**src/rtl/ysyx_040750_store_wr_master_pkg.sv**
```systemverilog
// Shared types for the store write master: FSM encoding, AXI response codes, size-mask mapping.
// Pure declarations; no logic, no latency.
package ysyx_040750_store_wr_master_pkg;

  typedef enum logic [1:0] {
    ST_IDLE      = 2'd0,
    ST_ADDR_DATA = 2'd1,
    ST_WAIT_B    = 2'd2,
    ST_RESP      = 2'd3
  } wr_state_e;

  localparam logic [1:0] AXI_RESP_SLVERR = 2'b10;
  localparam logic [1:0] AXI_RESP_DECERR = 2'b11;

  localparam logic [7:0] MASK_B = 8'h01;
  localparam logic [7:0] MASK_H = 8'h03;
  localparam logic [7:0] MASK_W = 8'h0F;
  localparam logic [7:0] MASK_D = 8'hFF;

  localparam logic [2:0] SIZE_B = 3'd0;
  localparam logic [2:0] SIZE_H = 3'd1;
  localparam logic [2:0] SIZE_W = 3'd2;
  localparam logic [2:0] SIZE_D = 3'd3;

endpackage

```
**src/rtl/ysyx_040750_strb_align.sv**
```systemverilog
// Size mask + byte offset -> lane strobe, AXI size and misalign/bad-mask flag.
// Purely combinational (zero latency, no backpressure); shared with the load path.
module ysyx_040750_strb_align
  import ysyx_040750_store_wr_master_pkg::*;
(
  input  logic [7:0] i_mask,
  input  logic [2:0] i_off,
  output logic [7:0] o_strb,
  output logic [2:0] o_size,
  output logic       o_bad
);

  logic [15:0] w_lane;
  logic        w_mask_ok;

  // Any strobe bit pushed past lane 7 means the access crosses the 8-byte beat.
  assign w_lane = {8'h00, i_mask} << i_off;

  always_comb begin
    w_mask_ok = 1'b1;
    o_size    = SIZE_B;
    case (i_mask)
      MASK_B:  o_size = SIZE_B;
      MASK_H:  o_size = SIZE_H;
      MASK_W:  o_size = SIZE_W;
      MASK_D:  o_size = SIZE_D;
      default: w_mask_ok = 1'b0;
    endcase
  end

  assign o_strb = w_lane[7:0];
  assign o_bad  = !w_mask_ok || (w_lane[15:8] != 8'h00);

endmodule

```
**src/rtl/ysyx_040750_store_wr_master.sv**
```systemverilog
// Single-beat AXI4 store write master; done 3 cycles after accept (zero-wait slave), 1 on error.
// Accepts only in IDLE (one outstanding); optional B timeout via YSYX_040750_WR_TIMEOUT_EN.
module ysyx_040750_store_wr_master
  import ysyx_040750_store_wr_master_pkg::*;
#(
  parameter int         ADDR_W      = 32,
  parameter logic [3:0] AXI_ID      = 4'd1,
  parameter int         TIMEOUT_CYC = 255
) (
  input  logic              I_sys_clk,
  input  logic              I_rst_n,
  input  logic              I_st_valid,
  output logic              O_st_ready,
  input  logic [ADDR_W-1:0] I_st_addr,
  input  logic [63:0]       I_st_data,
  input  logic [7:0]        I_st_strb,
  output logic              O_st_done,
  output logic              O_st_err,
  output logic              O_awvalid,
  input  logic              I_awready,
  output logic [ADDR_W-1:0] O_awaddr,
  output logic [3:0]        O_awid,
  output logic [2:0]        O_awsize,
  output logic              O_wvalid,
  input  logic              I_wready,
  output logic [63:0]       O_wdata,
  output logic [7:0]        O_wstrb,
  output logic              O_wlast,
  input  logic              I_bvalid,
  output logic              O_bready,
  input  logic [1:0]        I_bresp
);

  wr_state_e         r_state, w_next;
  logic [ADDR_W-1:0] r_addr;
  logic [63:0]       r_data;
  logic [7:0]        r_strb;
  logic [2:0]        r_size;
  logic              r_err, r_aw_done, r_w_done;

  logic [7:0] w_strb;
  logic [2:0] w_size;
  logic       w_bad, w_accept, w_aw_hs, w_w_hs, w_b_hs, w_b_err, w_timeout;

  ysyx_040750_strb_align u_align (
    .i_mask (I_st_strb),
    .i_off  (I_st_addr[2:0]),
    .o_strb (w_strb),
    .o_size (w_size),
    .o_bad  (w_bad)
  );

  // Valids are decoded from the async-reset state so reset drops them immediately.
  assign O_st_ready = (r_state == ST_IDLE);
  assign O_awvalid  = (r_state == ST_ADDR_DATA) && !r_aw_done;
  assign O_wvalid   = (r_state == ST_ADDR_DATA) && !r_w_done;
  assign O_wlast    = O_wvalid;
  assign O_bready   = (r_state == ST_WAIT_B);
  assign O_st_done  = (r_state == ST_RESP);
  assign O_st_err   = O_st_done && r_err;
  assign O_awaddr   = r_addr;
  assign O_awid     = AXI_ID;
  assign O_awsize   = r_size;
  assign O_wdata    = r_data;
  assign O_wstrb    = r_strb;

  assign w_accept = I_st_valid && O_st_ready;
  assign w_aw_hs  = O_awvalid && I_awready;
  assign w_w_hs   = O_wvalid && I_wready;
  assign w_b_hs   = O_bready && I_bvalid;
  assign w_b_err  = (I_bresp == AXI_RESP_SLVERR) || (I_bresp == AXI_RESP_DECERR);

`ifdef YSYX_040750_WR_TIMEOUT_EN
  localparam int CNT_W = (TIMEOUT_CYC > 1) ? $clog2(TIMEOUT_CYC + 1) : 1;
  logic [CNT_W-1:0] r_tcnt;

  always_ff @(posedge I_sys_clk or negedge I_rst_n) begin
    if (!I_rst_n)                 r_tcnt <= '0;
    else if (r_state != ST_WAIT_B) r_tcnt <= '0;
    else                          r_tcnt <= r_tcnt + 1'b1;
  end

  // Fires on the last allowed WAIT_B cycle, so RESP lands TIMEOUT_CYC cycles after entry.
  assign w_timeout = (r_state == ST_WAIT_B) && !I_bvalid &&
                     (r_tcnt == CNT_W'(TIMEOUT_CYC - 1));
`else
  logic w_unused_tmo;
  assign w_unused_tmo = (TIMEOUT_CYC == 0);
  assign w_timeout    = 1'b0;
`endif

  always_ff @(posedge I_sys_clk or negedge I_rst_n) begin
    if (!I_rst_n) r_state <= ST_IDLE;
    else          r_state <= w_next;
  end

  always_comb begin
    w_next = r_state;
    case (r_state)
      ST_IDLE:      if (I_st_valid) w_next = w_bad ? ST_RESP : ST_ADDR_DATA;
      ST_ADDR_DATA: if ((r_aw_done || w_aw_hs) && (r_w_done || w_w_hs)) w_next = ST_WAIT_B;
      ST_WAIT_B:    if (w_b_hs || w_timeout) w_next = ST_RESP;
      ST_RESP:      w_next = ST_IDLE;
      default:      w_next = ST_IDLE;
    endcase
  end

  always_ff @(posedge I_sys_clk or negedge I_rst_n) begin
    if (!I_rst_n) begin
      r_addr    <= '0;
      r_data    <= '0;
      r_strb    <= '0;
      r_size    <= '0;
      r_err     <= 1'b0;
      r_aw_done <= 1'b0;
      r_w_done  <= 1'b0;
    end else begin
      if (w_accept) begin
        r_addr <= I_st_addr;
        r_data <= I_st_data;
        r_strb <= w_strb;
        r_size <= w_size;
        r_err  <= w_bad;
      end else if (w_b_hs) begin
        r_err <= w_b_err;
      end else if (w_timeout) begin
        r_err <= 1'b1;
      end
      if (r_state != ST_ADDR_DATA) begin
        r_aw_done <= 1'b0;
        r_w_done  <= 1'b0;
      end else begin
        if (w_aw_hs) r_aw_done <= 1'b1;
        if (w_w_hs)  r_w_done  <= 1'b1;
      end
    end
  end

endmodule

```
**config.mk**
```make
export PLATFORM = sky130hd
export DESIGN_NAME = ysyx_040750_store_wr_master
export DESIGN_NICKNAME = d
export VERILOG_FILES = /design/src/rtl/ysyx_040750_store_wr_master_pkg.sv /design/src/rtl/ysyx_040750_strb_align.sv /design/src/rtl/ysyx_040750_store_wr_master.sv
export SDC_FILE = /design/constraint.sdc
export NUM_CORES = 1
export LEC_CHECK = 0
export BUFFER_PORTS_ARGS = -buffer_cell sky130_fd_sc_hd__buf_2
export CAP_MARGIN = 25
export CORE_ASPECT_RATIO = 1.2
export CORE_MARGIN = 1
export CORE_UTILIZATION = 45
export DETAILED_ROUTE_END_ITERATION = 16
export PLACE_DENSITY = 0.9
export REMOVE_ABC_BUFFERS = 1
export SYNTH_ARGS = -nofsm -noshare
export SYNTH_HDL_FRONTEND = slang
export SYNTH_HIERARCHICAL = 1
export SYNTH_SLANG_ARGS = --single-unit
```
**constraint.sdc**
```tcl
create_clock -name I_sys_clk -period 2.3 [get_ports I_sys_clk]
set_clock_uncertainty 0.1 [all_clocks]
set_input_delay 0.345 -clock I_sys_clk [delete_from_list [all_inputs] [get_ports I_sys_clk]]
set_output_delay 0.345 -clock I_sys_clk [all_outputs]
set_load 0.01 [all_outputs]
```
==> out/qor.txt <==
count leader, synth - dfrtp_1
post-synthesis sequential area ratio - 0.599
Cell Chain, Critical Path - inv_1 > ha_1 > nand2_4 > buf_12 > mux2_2
deepest clock path buffer count - 2
Synth warnings - 6
Sink Count - 112
Cells after Synth - 304
Slew Viols, Final - 0
MaxCap Viol Count - 0
#FFs+latches synth - 112
clk root buf - clkbuf_16
synthesized area - 0.00468 mm2
H-Tree Depth - 3
Initial Util - 0.465
GR Overflow Total - 0
asr flop ratio synth - 1.00
HP Class - primary input to flop
first-pass GRT wire length - 16.2 mm
die height - 114 um
initial antenna violation count - 0
Worst path top cell family by delay - flip-flops
most area-consuming cells after synthesis - dfrtp_1 (60%), mux2_2 (24%), mux2_4 (2.6%)
worst reg2reg setup slack - 360 ps
r2r worst-path depth - 5
top cell type's share of synthesized area - 0.599
gpl congestion - 0.815
Antenna Nets Post-Route - 0
Die ar. - 0.0108 mm2
via count - 3,297
commonest cells in the netlist - dfrtp_1 (112), mux2_2 (101), buf_2 (9), mux2_4 (8), nand2_1 (7)
main flop type after synthesis - dfrtp_1
reg-to-reg critical path startpoint - r_state[0]
# diodes - 0
final wirelength - 10.4 mm
Fmax - 514 MHz
Placement Rows - 40
RSZ-0062 raised after global routing - no
synth unique cells - 32
share of cells above drive strength 1 - 0.669
Worst Path Class, Setup - flop to flop
width of the die - 95.1 um
worst hold path depth - 2
setup violators final - 0
largest net degree at the start of global routing - 53
CTS resizes - 0
RR Endpoint - O_wdata[0]
final core utilization - 0.621
leakage power - 3.21 nW
Hold Path Origin - I_wready
Port Buffers - 224
CTS tree - built
Worst setup SP type - flop
CP Capture Type - flop
Post-route DRC - 0
Worst Hold End - r_w_done
Post-synth EDFFs - 0
floorplan core area - 0.0101 mm2
Pre-antenna DRT Iters - 4
cts bufs inserted - 9
Clock Latency Late Sink - 330 ps
Worst-path clk slew - 70 ps
status - finished clean
critical path data arrival time - 2060 ps
final cycle utilization of the critical path - 0.845
Final TNS setup - 0 ps
PwrDens - 1350 mW/mm2
global router's overall resource usage - 0.194
DR iter-0 viols - 76
Final Critical Period - 1940 ps
Detail Placement HPWL - 7.94 mm
vias per cell - 4.99
CP max stage delay - 380 ps
worst-path fanout max - 39
Synth-to-Final Area Change - 33.6%
nets@finish - 647
WL/cell - 15.8 um
number of global-route vias before repair - 3,512
Syn Area/Cell - 15.4 um2
WP buf/inv - 2
VDD IR max - 0.641 mV
I/O pin count - 230
Slowest-stage cell, CP - dfrtp_1
final hold vios - 0
top cell type by total area after synthesis - dfrtp_1
Worst EP required - 2410 ps
## report_power, final
| group | total (mW) | leakage, nW | switching [mW] | internal (mW) |
|---|---|---|---|---|
| registers | 3.43 | 1.34 | 0.477 | 2.95 |
| logic | 3.42 | 1.72 | 1.60 | 1.82 |
| clock network | 1.61 | 0.143 | 0.661 | 0.951 |
| total | 8.45 | 3.21 | 2.73 | 5.72 |
## through the flow
step | hold slack [ps] | total power, mW | setup WS, ps | area (um2) | instances
2_1_floorplan | -50.6 | 5.39 | -448 | 4550 | 287
3_3_place_gp | 188 | 6.69 | 105 | 5940 | 645
3_5_place_dp | 200 | 6.92 | 71.5 | 5940 | 645
4_1_cts | 120 | 8.55 | 355 | 6250 | 661
5_1_grt | 125 | 8.95 | 259 | 6250 | 661
6_report | 132 | 8.45 | 356 | 6250 | 661
## timing repair
action	CTS	global route
hold endpoints to repair	26	0
hold buffers	1	0
buffers inserted	0	0
## final cells by class
| type | count | area, um2 |
|---|---|---|
| Multi-Input combinational cell | 170 | 1740 |
| Timing Repair Buffer | 233 | 1230 |
| Fill cell | 827 | 3810 |
| Sequential cell | 112 | 2800 |
| Clock inverter | 3 | 67.6 |
| Tap cell | 126 | 158 |
| Clock buffer | 12 | 236 |
| Inverter | 5 | 18.8 |
## kinds of logic after synthesis
family,share of synthesized area
other,0.00241
DFF,0.599
and+or+nand+nor,0.0275
adders and majority gates,0.0107
AOI/OAI and AO/OA,0.0251
buffers and inverters,0.0329
muxes,0.302
## state kept, by name (all words and copies together), names as in the netlist
signal and count:
O_wstrb 8, r_state 2, r_aw_done 1, O_awsize 3, r_err 1, O_wdata 64
O_awaddr 32, r_w_done 1
## routing by layer
layer,vias to the layer above,wire (um),GRT usage
li1,1518,-,-
met5,-,0,0
met4,0,274,0.0859
met1,1618,3750,0.204
met2,138,5840,0.365
met3,23,574,0.0387
## cells in the final DEF, fill, tap and decap left out
cell | synthesis | layout
buf_2 | 9 | 223
dfrtp_1 | 112 | 112
mux2_2 | 101 | 101
clkbuf_16 | 0 | 9
mux2_4 | 8 | 8
nand2_1 | 7 | 7
mux2i_1 | 6 | 6
buf_4 | 6 | 6
inv_1 | 5 | 5
conb_1 | 3 | 5
o21ai_0 | 5 | 5
ha_1 | 4 | 4
nor2b_1 | 3 | 3
a21oi_1 | 3 | 3
nor2_1 | 3 | 3
clkbuf_1 | 0 | 3
buf_12 | 0 | 3
nor3_1 | 3 | 3
o22ai_1 | 2 | 2
o21a_1 | 2 | 2
bufinv_16 | 0 | 2
nand4_1 | 2 | 2
nand2b_1 | 2 | 2
mux4_1 | 2 | 2
mux4_2 | 2 | 2
and2_1 | 1 | 1
nand2_4 | 0 | 1
a221o_1 | 1 | 1
a211oi_1 | 1 | 1
clkinvlp_4 | 0 | 1
dlygate4sd3_1 | 0 | 1
or4_1 | 1 | 1
or2_2 | 1 | 1
and3_1 | 1 | 1
a21o_1 | 1 | 1
o41ai_2 | 1 | 1
o2111ai_1 | 1 | 1
## worst max path at each step
stage | endpoint | start | cells past startpoint
after floorplan | O_awaddr[10] | r_state[0] | 4
after global placement | r_state[1] | I_st_addr[1] | 6
after detailed placement | r_state[1] | I_st_addr[1] | 6
after CTS | O_wdata[0] | r_state[0] | 5
after global routing | O_wdata[0] | r_state[0] | 5
final | O_wdata[0] | r_state[0] | 5
No activity file was read; power rests on OpenSTA's default activity.
